==> src/rtl/uart_fifo_core.sv <==
// rtl/uart_fifo_core.sv - UART transmitter/receiver with TX and RX FIFOs
module uart_fifo_core #(
  parameter int DATA_BITS  = 8,
  parameter int FIFO_DEPTH = 8,
  parameter int PARITY_EN  = 0,
  parameter int PARITY_ODD = 0
) (
  input  logic                 clk,
  input  logic                 reset,
  input  logic [15:0]          baud_div,
  input  logic [DATA_BITS-1:0] tx_data,
  input  logic                 tx_wr,
  output logic                 tx_full,
  output logic                 tx_empty,
  output logic                 tx_busy,
  output logic                 uart_tx,
  input  logic                 uart_rx,
  output logic [DATA_BITS-1:0] rx_data,
  input  logic                 rx_rd,
  output logic                 rx_empty,
  output logic                 rx_full,
  output logic                 rx_overrun,
  input  logic                 rx_ovr_clr,
  output logic                 rx_frame_err,
  output logic                 rx_parity_err
);

  localparam int         AW       = $clog2(FIFO_DEPTH);
  localparam logic [3:0] LAST_BIT = 4'(DATA_BITS - 1);
  localparam logic       PAR_EN   = (PARITY_EN != 0);
  localparam logic       PAR_ODD  = (PARITY_ODD != 0);

  // Bit periods shorter than 4 clocks leave no room for a mid-bit sample.
  logic [15:0] baud_eff;
  assign baud_eff = (baud_div < 16'd4) ? 16'd4 : baud_div;

  // ---------------- TX FIFO ----------------
  logic [DATA_BITS-1:0] tx_mem [FIFO_DEPTH];
  logic [AW:0]          tx_wp_q, tx_rp_q;
  logic                 tx_push, tx_pop;
  logic [DATA_BITS-1:0] tx_head;

  assign tx_push  = tx_wr && !tx_full;
  assign tx_empty = (tx_wp_q == tx_rp_q);
  assign tx_full  = (tx_wp_q[AW] != tx_rp_q[AW]) && (tx_wp_q[AW-1:0] == tx_rp_q[AW-1:0]);
  assign tx_head  = tx_mem[tx_rp_q[AW-1:0]];

  // TX storage write; contents need no reset since pointers gate visibility
  always_ff @(posedge clk) begin
    if (tx_push) tx_mem[tx_wp_q[AW-1:0]] <= tx_data;
  end

  // TX pointer update
  always_ff @(posedge clk) begin
    if (reset) begin
      tx_wp_q <= '0;
      tx_rp_q <= '0;
    end else begin
      if (tx_push) tx_wp_q <= tx_wp_q + 1'b1;
      if (tx_pop)  tx_rp_q <= tx_rp_q + 1'b1;
    end
  end

  // ---------------- TX FSM ----------------
  typedef enum logic [2:0] {TX_IDLE, TX_START, TX_DATA, TX_PARITY, TX_STOP} tx_state_t;
  tx_state_t            tx_state_q;
  logic [15:0]          tx_cnt_q, tx_baud_q;
  logic [3:0]           tx_bit_q;
  logic [DATA_BITS-1:0] tx_shreg_q;
  logic                 tx_par_q, tx_line_q, tx_line_d, tx_bit_end;

  assign tx_bit_end = (tx_cnt_q == tx_baud_q - 16'd1);
  assign tx_pop     = !tx_empty && ((tx_state_q == TX_IDLE) || (tx_state_q == TX_STOP && tx_bit_end));
  assign tx_busy    = (tx_state_q != TX_IDLE);
  assign uart_tx    = tx_line_q;

  // Line level for the current state; registered one cycle later onto uart_tx
  always_comb begin
    tx_line_d = 1'b1;
    case (tx_state_q)
      TX_START:  tx_line_d = 1'b0;
      TX_DATA:   tx_line_d = tx_shreg_q[0];
      TX_PARITY: tx_line_d = tx_par_q;
      default:   tx_line_d = 1'b1;
    endcase
  end

  // TX sequencing: a pop in IDLE or at the end of STOP loads the next frame
  always_ff @(posedge clk) begin
    if (reset) begin
      tx_state_q <= TX_IDLE;
      tx_cnt_q   <= '0;
      tx_baud_q  <= 16'd4;
      tx_bit_q   <= '0;
      tx_shreg_q <= '0;
      tx_par_q   <= 1'b0;
      tx_line_q  <= 1'b1;
    end else begin
      tx_line_q <= tx_line_d;
      if (tx_pop) begin
        tx_shreg_q <= tx_head;
        tx_par_q   <= (^tx_head) ^ PAR_ODD;
        tx_baud_q  <= baud_eff;
        tx_cnt_q   <= '0;
        tx_state_q <= TX_START;
      end else if (tx_state_q != TX_IDLE) begin
        if (tx_bit_end) begin
          tx_cnt_q <= '0;
          case (tx_state_q)
            TX_START: begin
              tx_bit_q   <= '0;
              tx_state_q <= TX_DATA;
            end
            TX_DATA: begin
              tx_shreg_q <= tx_shreg_q >> 1;
              tx_bit_q   <= tx_bit_q + 4'd1;
              if (tx_bit_q == LAST_BIT) tx_state_q <= PAR_EN ? TX_PARITY : TX_STOP;
            end
            TX_PARITY: tx_state_q <= TX_STOP;
            default:   tx_state_q <= TX_IDLE;
          endcase
        end else begin
          tx_cnt_q <= tx_cnt_q + 16'd1;
        end
      end
    end
  end

  // ---------------- RX synchronizer ----------------
  logic rx_meta_q, rx_sync_q, rx_prev_q;

  // Two-flop synchronizer plus a history flop for falling-edge detection
  always_ff @(posedge clk) begin
    if (reset) begin
      rx_meta_q <= 1'b1;
      rx_sync_q <= 1'b1;
      rx_prev_q <= 1'b1;
    end else begin
      rx_meta_q <= uart_rx;
      rx_sync_q <= rx_meta_q;
      rx_prev_q <= rx_sync_q;
    end
  end

  // ---------------- RX FSM ----------------
  typedef enum logic [2:0] {RX_IDLE, RX_START, RX_DATA, RX_PARITY, RX_STOP, RX_WAIT} rx_state_t;
  rx_state_t            rx_state_q;
  logic [15:0]          rx_cnt_q, rx_baud_q;
  logic [3:0]           rx_bit_q;
  logic [DATA_BITS-1:0] rx_shreg_q;
  logic                 rx_ferr_q, rx_perr_q, rx_hit, rx_par_exp, rx_push;

  assign rx_hit = (rx_state_q == RX_START) ? (rx_cnt_q == (rx_baud_q >> 1) - 16'd1)
                                           : (rx_cnt_q == rx_baud_q - 16'd1);
  assign rx_par_exp    = (^rx_shreg_q) ^ PAR_ODD;
  assign rx_push       = (rx_state_q == RX_STOP) && rx_hit && rx_sync_q;
  assign rx_frame_err  = rx_ferr_q;
  assign rx_parity_err = rx_perr_q;

  // RX sequencing: half-bit to mid start, then one full bit per later sample
  always_ff @(posedge clk) begin
    if (reset) begin
      rx_state_q <= RX_IDLE;
      rx_cnt_q   <= '0;
      rx_baud_q  <= 16'd4;
      rx_bit_q   <= '0;
      rx_shreg_q <= '0;
      rx_ferr_q  <= 1'b0;
      rx_perr_q  <= 1'b0;
    end else begin
      rx_ferr_q <= 1'b0;
      rx_perr_q <= 1'b0;
      case (rx_state_q)
        RX_IDLE: begin
          if (rx_prev_q && !rx_sync_q) begin
            rx_baud_q  <= baud_eff;
            rx_cnt_q   <= '0;
            rx_state_q <= RX_START;
          end
        end
        RX_WAIT: begin
          if (rx_sync_q) rx_state_q <= RX_IDLE;
        end
        default: begin
          if (!rx_hit) begin
            rx_cnt_q <= rx_cnt_q + 16'd1;
          end else begin
            rx_cnt_q <= '0;
            case (rx_state_q)
              RX_START: begin
                rx_bit_q   <= '0;
                rx_state_q <= rx_sync_q ? RX_IDLE : RX_DATA;
              end
              RX_DATA: begin
                rx_shreg_q <= {rx_sync_q, rx_shreg_q[DATA_BITS-1:1]};
                rx_bit_q   <= rx_bit_q + 4'd1;
                if (rx_bit_q == LAST_BIT) rx_state_q <= PAR_EN ? RX_PARITY : RX_STOP;
              end
              RX_PARITY: begin
                if (rx_sync_q != rx_par_exp) begin
                  rx_perr_q  <= 1'b1;
                  rx_state_q <= RX_IDLE;
                end else begin
                  rx_state_q <= RX_STOP;
                end
              end
              default: begin
                if (!rx_sync_q) begin
                  rx_ferr_q  <= 1'b1;
                  rx_state_q <= RX_WAIT;
                end else begin
                  rx_state_q <= RX_IDLE;
                end
              end
            endcase
          end
        end
      endcase
    end
  end

  // ---------------- RX FIFO ----------------
  logic [DATA_BITS-1:0] rx_mem [FIFO_DEPTH];
  logic [AW:0]          rx_wp_q, rx_rp_q;
  logic                 rx_pop, rx_wr_ok, rx_ovr_q, rx_ovr_d;

  assign rx_pop     = rx_rd && !rx_empty;
  assign rx_wr_ok   = rx_push && (!rx_full || rx_pop);
  assign rx_empty   = (rx_wp_q == rx_rp_q);
  assign rx_full    = (rx_wp_q[AW] != rx_rp_q[AW]) && (rx_wp_q[AW-1:0] == rx_rp_q[AW-1:0]);
  assign rx_data    = rx_empty ? '0 : rx_mem[rx_rp_q[AW-1:0]];
  assign rx_overrun = rx_ovr_q;

  // Overrun is sticky; a new loss in the same cycle as a clear keeps it set
  always_comb begin
    rx_ovr_d = rx_ovr_q;
    if (rx_ovr_clr) rx_ovr_d = 1'b0;
    if (rx_push && rx_full && !rx_pop) rx_ovr_d = 1'b1;
  end

  // RX storage write
  always_ff @(posedge clk) begin
    if (rx_wr_ok) rx_mem[rx_wp_q[AW-1:0]] <= rx_shreg_q;
  end

  // RX pointer and overrun update
  always_ff @(posedge clk) begin
    if (reset) begin
      rx_wp_q  <= '0;
      rx_rp_q  <= '0;
      rx_ovr_q <= 1'b0;
    end else begin
      if (rx_wr_ok) rx_wp_q <= rx_wp_q + 1'b1;
      if (rx_pop)   rx_rp_q <= rx_rp_q + 1'b1;
      rx_ovr_q <= rx_ovr_d;
    end
  end

endmodule

==> config.mk <==
export PLATFORM = sky130hd
export DESIGN_NAME = uart_fifo_core
export DESIGN_NICKNAME = d
export VERILOG_FILES = /design/src/rtl/uart_fifo_core.sv
export SDC_FILE = /design/constraint.sdc
export NUM_CORES = 1
export LEC_CHECK = 0
export BUFFER_PORTS_ARGS = -buffer_cell sky130_fd_sc_hd__clkbuf_2
export CAP_MARGIN = 20
export CORE_ASPECT_RATIO = 0.7
export CORE_MARGIN = 2
export CORE_UTILIZATION = 30
export DETAILED_ROUTE_END_ITERATION = 12
export GPL_TIMING_DRIVEN = 1
export HOLD_SLACK_MARGIN = 0.05
export MAX_ROUTING_LAYER = met4
export PLACE_DENSITY_LB_ADDON = 0.2
export SYNTH_ARGS = -nofsm -noshare
export SYNTH_HDL_FRONTEND = slang
export SYNTH_SLANG_ARGS = --single-unit
==> constraint.sdc <==
create_clock -name clk -period 10.4 [get_ports clk]
set_input_delay 0.52 -clock clk [delete_from_list [all_inputs] [get_ports clk]]
set_output_delay 0.52 -clock clk [all_outputs]
set_load 0.005 [all_outputs]
### Word level (Yosys, flattened, before mapping)

Memory sizes are Yosys's and may differ from the RTL's. A register that Yosys moved wholly into a read port is not among the register bits.
Cells that the tools add are included.

| word-level totals | value |
|---|---|
| flip-flop bits (word level) | 118 |
| latch bits | 0 |
| RAM bits | 128 |
| bits in read-only memories | 0 |
| input bits | 30 |
| output and inout port bits | 17 |
| logic and storage cells | 153 |
| memories kept | 2 |

Memories:

| name | words | width | rd ports | clocked after Yosys merged registers in | wr ports | RTL line | text |
|---|---|---|---|---|---|---|---|
| rx_mem | 8 | 8 | 1 | 1 | 1 | 223 | `logic [DATA_BITS-1:0] rx_mem [FIFO_DEPTH];` |
| tx_mem | 8 | 8 | 1 | 1 | 1 | 38 | `logic [DATA_BITS-1:0] tx_mem [FIFO_DEPTH];` |

| operators by class | value |
|---|---|
| add/subtract/negate cells | 11 |
| multiply operators | 0 |
| divide/modulo/power cells | 0 |
| magnitude comparators | 1 |
| equality and inequality tests | 26 |
| shifts and indexed selects | 0 |
| multiplexer cells | 40 |
| bitwise gates (word level) | 5 |
| reductions and logical operators | 45 |

Operators by type and width:

| cell | number |
|---|---|
| $mux W16 | 4 |
| $eq A16 B16 Y1 | 3 |
| $mux W8 | 5 |
| $mux W3 | 11 |
| $add A16 B1 Y16 const B | 2 |
| $pmux W16 S2 | 1 |
| $sub A16 B1 Y16 const B | 2 |
| $add A4 B1 Y4 const B | 6 |
| $pmux W3 S3 | 2 |
| $lt A16 B3 Y1 const B | 1 |
| $pmux W4 S2 | 2 |
| $reduce_xor A8 Y1 | 2 |
| $sub A15 B1 Y16 const B | 1 |
| $reduce_and A3 Y1 | 5 |
| $eq A3 B2 Y1 const B | 4 |
| $logic_and A1 B1 Y1 | 12 |
| $mux W1 | 12 |
| $reduce_bool A2 Y1 | 6 |
| $eq A3 B3 Y1 const B | 3 |
| $eq A4 B3 Y1 const B | 2 |
| $eq A4 B4 Y1 | 2 |
| $reduce_and A4 Y1 | 2 |
| $reduce_or A7 Y1 | 1 |
| $eq A3 B1 Y1 const B | 2 |
| other kinds (16) | 35 |

### Longest topological paths before layout

| logic depth | value |
|---|---|
| depth in word-level cells | 8 |
| gate-level depth with buffers | 15 |
| mapped depth without buffers | 13 |

### Least setup slack after synthesis

No wires, ideal clock.

| timing | value |
|---|---|
| path type | flip-flop to flip-flop |
| start | register rx_state_q[0] |
| end | memory rx_mem[3][0], enable pin |
| library setup time | 0.370 ns |
| data arrival time | 4.307 ns |
| data required time | 10.030 ns |
| slack | 5.723 ns |
| cell stages (with the launch flop) | 16 |
| buffers on the path | 2 |
| clock period less this slack | 4.677 ns |
| cells stage by stage | dfxtp_1 > or3b_2 > buf_2 > and2_1 > a21oi_1 > ha_1 > nor4b_2 > xor2_1 > a32o_1 > a221oi_1 > a2111oi_4 > nand3_1 > or4_4 > buf_6 > or3_1 > nor2_1 |

| between the ends | value |
|---|---|
| word-level cells in the longest chain between the ends | 7 |
| elaborated cells between the ends (all ways) | 8 |
| classes of those cells | eq/ne (2); mux (3); reduce/logical (3) |

Ends and longest elaborated chain:

| element | RTL line | text |
|---|---|---|
| start: declaration | 147 | `rx_state_t rx_state_q;` |
| start signal: assignment | 192 | `rx_state_q <= rx_sync_q ? RX_IDLE : RX_DATA;` |
| start signal: assignment | 197 | `if (rx_bit_q == LAST_BIT) rx_state_q <= PAR_EN ? RX_PARITY : RX_STOP;` |
| $eq A3 B1 Y1 | 153 | `assign rx_hit = (rx_state_q == RX_START) ? (rx_cnt_q == (rx_baud_q >> 1) - 16'd1)` |
| $mux W1 | 153 |  |
| $logic_and A1 B1 Y1 * (2 in series) | 156 | `assign rx_push = (rx_state_q == RX_STOP) && rx_hit && rx_sync_q;` |
| $logic_and A1 B1 Y1 * | 228 | `assign rx_wr_ok = rx_push && (!rx_full \|\| rx_pop);` |
| $mux W1 * | 243 | `if (rx_wr_ok) rx_mem[rx_wp_q[AW-1:0]] <= rx_shreg_q;` |
| $mux W1 (implied by the code) * | 243 |  |
| end: declaration | 223 |  |

Mark *: on every way between the ends. The rest lies on a longest branch, timed or not.

### Worst setup path in the final report

| timing | value |
|---|---|
| start | register rx_state_q[0] |
| end | memory rx_mem[1][3], enable pin |

Same word-level chain as after synthesis.

==> reports/metrics.yaml <==
numPortBuffers: 46
setup_viol_count_final: 0
area_growth_pct: 13.4
synth_edf_count: 128
synth_warnings: 0
grt_pass1_wl_mm: 46.5
hold_buffers: 0
path_buf_inv: 0
synth_cells: 1091
synth.avg_cell_area_um2: 11.0
r2r-start: "rx_state_q[0]"
reg2reg_to: "rx_mem[1][3]"
drcViolationCount: 0
fp.dieH_um: 171
synthAdderAreaFrac: 0.0105
vias_per_cell: 4.87
h-tree-depth: 1
multi_input_area_um2: 5310
grt_overflow: 0
worst_slew_pin_slew_ns: 1.03
fin_crit_sh: 0.541
ioPinCount: 47
first_pass_iters: 5
cts_resized: 0
diodes: 0
rrSetupSlack_ns: 4.77
dieWidth_um: 243
crit_path_end_kind: "register"
holdPathEnd: "rx_meta_q"
vias: 8096
drive_above_1_share: 0.139
max_freq_mhz: 178
wl_per_cell_um: 17.0
cp_cell_sequence: "or3b_2 -> and2_1 -> a21oi_1 -> ha_1 -> nor4b_2 -> xor2_1 -> a32o_1 -> a221oi_1 -> a2111oi_4 -> nand3_1 -> or4_4 -> or3_1 -> nor3_2"
synth_compound_area_frac: 0.0931
hold_viol: 0
ys_ff_latch: 252
cts.sinks: 252
ctsLongestPathBuffers: 3
cp_slowest_cell: "or3b_2"
drt-total-wl_mm: 28.4
ys_types: 75
timing.slew.headroom: 0.305
cp.required_ns: 10.59
numCtsBuffers: 27
grt_pass1_vias: 8064
finalClockSkew_ns: 0.0118
synth_ff_type: "edfxtp_1"
cts_tree: "done"
antenna_found_initial: 0
clk_latency_ns: 0.56
power_density_nw_per_um2: 194
drtAntennaViolNets: 0
syn_area_um2: 12000
grt_usage: 0.145
path_max_fanout: 18
max_cap_viol_count: 0
crit_family: "simple AND/OR/NAND/NOR gates"
dp.cells: 1611
regArea_um2: 6330
final_nets: 1147
whs_path_depth: 2
final.setup.tns_ns: 0
irDropWorstVdd_mv: 0.115
synthMuxAreaShare: 0.0977
first_iter_violations: 527
cts_setup_buffers: 0
layoutNonFillerInstCount: 1663
slew_violations: 0
syn-num-nets: 1131
clockRootBuffer: "clkbuf_16"
fillerInstances: 4021
synth_xor_area_frac: 0.0704
dieArea_um2: 41500
gp_congestion: 0.808
crit_path_start_kind: "register"
cellLeakagePower_nw: 4.51
outcome: "complete, no violations"
synth_simple_gate_area_share: 0.170
synth_top_family_by_area: "simple AND/OR/NAND/NOR gates"
hp-class: "primary input to register"
min_period_ns: 5.63
rsz0062_at_grt: "no"
rows: 61
grt_start_max_net_pins: 83
dp_hpwl_mm: 20.0
crit_arrival_ns: 5.82
initial_utilization: 0.302
clk_pin_slew_worst_paths_ns: 0.06
async_reset_ff_frac: 0
min_from: "uart_rx"
core-area_um2: 39500
critPathMaxStageDelay_ns: 0.71
worstRegToRegCells: 13
critical_path_class: "register to register"
seq_area_frac_synth: 0.529
## power breakdown
part	leakage [nW]	internal (W)	switching (W)	total, W
clock network	0.416	0.000552	0.000399	0.000951
registers	2.18	0.00109	0.0000690	0.00116
logic	1.91	0.000228	0.000294	0.000522
## logic make-up after synthesis
family / Yosys count
flip-flops: 252
multiplexers: 76
AO/OA/AOI/OAI: 169
XOR/XNOR: 93
buffers and inverters: 85
AND/OR/NAND/NOR: 406
adder cells (fa/ha/maj): 10
## layout make-up
class / count / area share
multi-input combinational: 754 / 0.392
inverter: 17 / 0.00471
clock buffer: 33 / 0.0515
tap: 535 / 0.0494
clock inverter: 17 / 0.0124
timing repair buffer: 55 / 0.0235
sequential: 252 / 0.467
## synth_stat cells (12+ instances only)
master / number / area, µm²
nor2_1: 95 / 357
nand2_1: 115 / 432
nand4_1: 12 / 75.1
clkbuf_1: 50 / 188
xnor2_1: 58 / 508
o21ai_0: 26 / 130
inv_1: 16 / 60.1
dfxtp_1: 124 / 2480
and3_1: 16 / 100
xor2_1: 33 / 289
mux2i_1: 39 / 390
edfxtp_1: 128 / 3840
mux4_2: 32 / 721
nand2b_1: 16 / 100
a21oi_1: 65 / 325
nand3_1: 37 / 185
nor3_1: 34 / 170
## worst register-to-register path, delay by kind of cell (launching register included)
kind	cells	cell delay (ns)
simple gates	7	3.25
compound gates	4	0.83
flops	1	0.65
fa+ha+maj	1	0.35
xor+xnor	1	0.18
## per-layer routing
metal,vias up,wire (µm),global-route usage
met2,117,11600,0.207
met1,3942,15300,0.216
met4,0,442,0.0309
met5,-,0,-
met3,28,995,0.0210
li1,4009,-,-
## flip-flops by register name, summed over array words and instances (netlist names), 3 cells and up, named ones only
| name | cells |
|---|---|
| rx_baud_q | 16 |
| rx_bit_q | 4 |
| rx_cnt_q | 16 |
| rx_mem | 64 |
| rx_rp_q | 4 |
| rx_shreg_q | 8 |
| rx_state_q | 3 |
| rx_wp_q | 4 |
| tx_baud_q | 16 |
| tx_bit_q | 4 |
| tx_cnt_q | 16 |
| tx_mem | 64 |
| tx_rp_q | 4 |
| tx_shreg_q | 8 |
| tx_state_q | 3 |
| tx_wp_q | 4 |
## cells in the final DEF, fill, tap and decap left out, drive strengths merged, types with 9 or more instances in the layout
cell and n:
a211oi 9, a21o 9, a21oi 65, and3 16
buf 10, clkbuf 78, clkinv 12, dfxtp 124
edfxtp 128, ha 10, inv 17, mux2i 39
mux4 32, nand2 115, nand2b 16, nand3 37
nand4 12, nor2 95, nor3 36, nor3b 10
o21ai 26, or3 9, or4 10, xnor2 58
xor2 33
## worst max path at each step
| stage | startpoint | end | slack [ns] | cells after the start |
|---|---|---|---|---|
| 6_report | rx_state_q[0] | rx_mem[1][3] | 4.77 | 13 |
| 3_5_place_dp | rx_state_q[0] | rx_mem[0][4] | 4.77 | 13 |
| 2_1_floorplan | rx_state_q[0] | rx_mem[3][0] | 5.72 | 15 |
| 5_1_grt | rx_state_q[0] | rx_mem[0][6] | 4.32 | 13 |
| 4_1_cts | rx_state_q[0] | rx_mem[0][3] | 4.76 | 13 |
| 3_3_place_gp | rx_state_q[0] | rx_mem[1][3] | 4.91 | 13 |
## per-stage QoR
stage	area [µm²]	power, W	hold WS, ns	worst slack, ns	util
CTS	13500	0.00267	0.158	4.76	0.342
global placement	12600	0.00169	0.434	4.91	0.320
global route	13600	0.00279	0.161	4.32	0.343
finish	13600	0.00264	0.173	4.77	0.343
detailed placement	12700	0.00170	0.442	4.77	0.320
floorplan	12000	0.00156	0.389	5.72	-
Power figures use the tool's default switching activity.
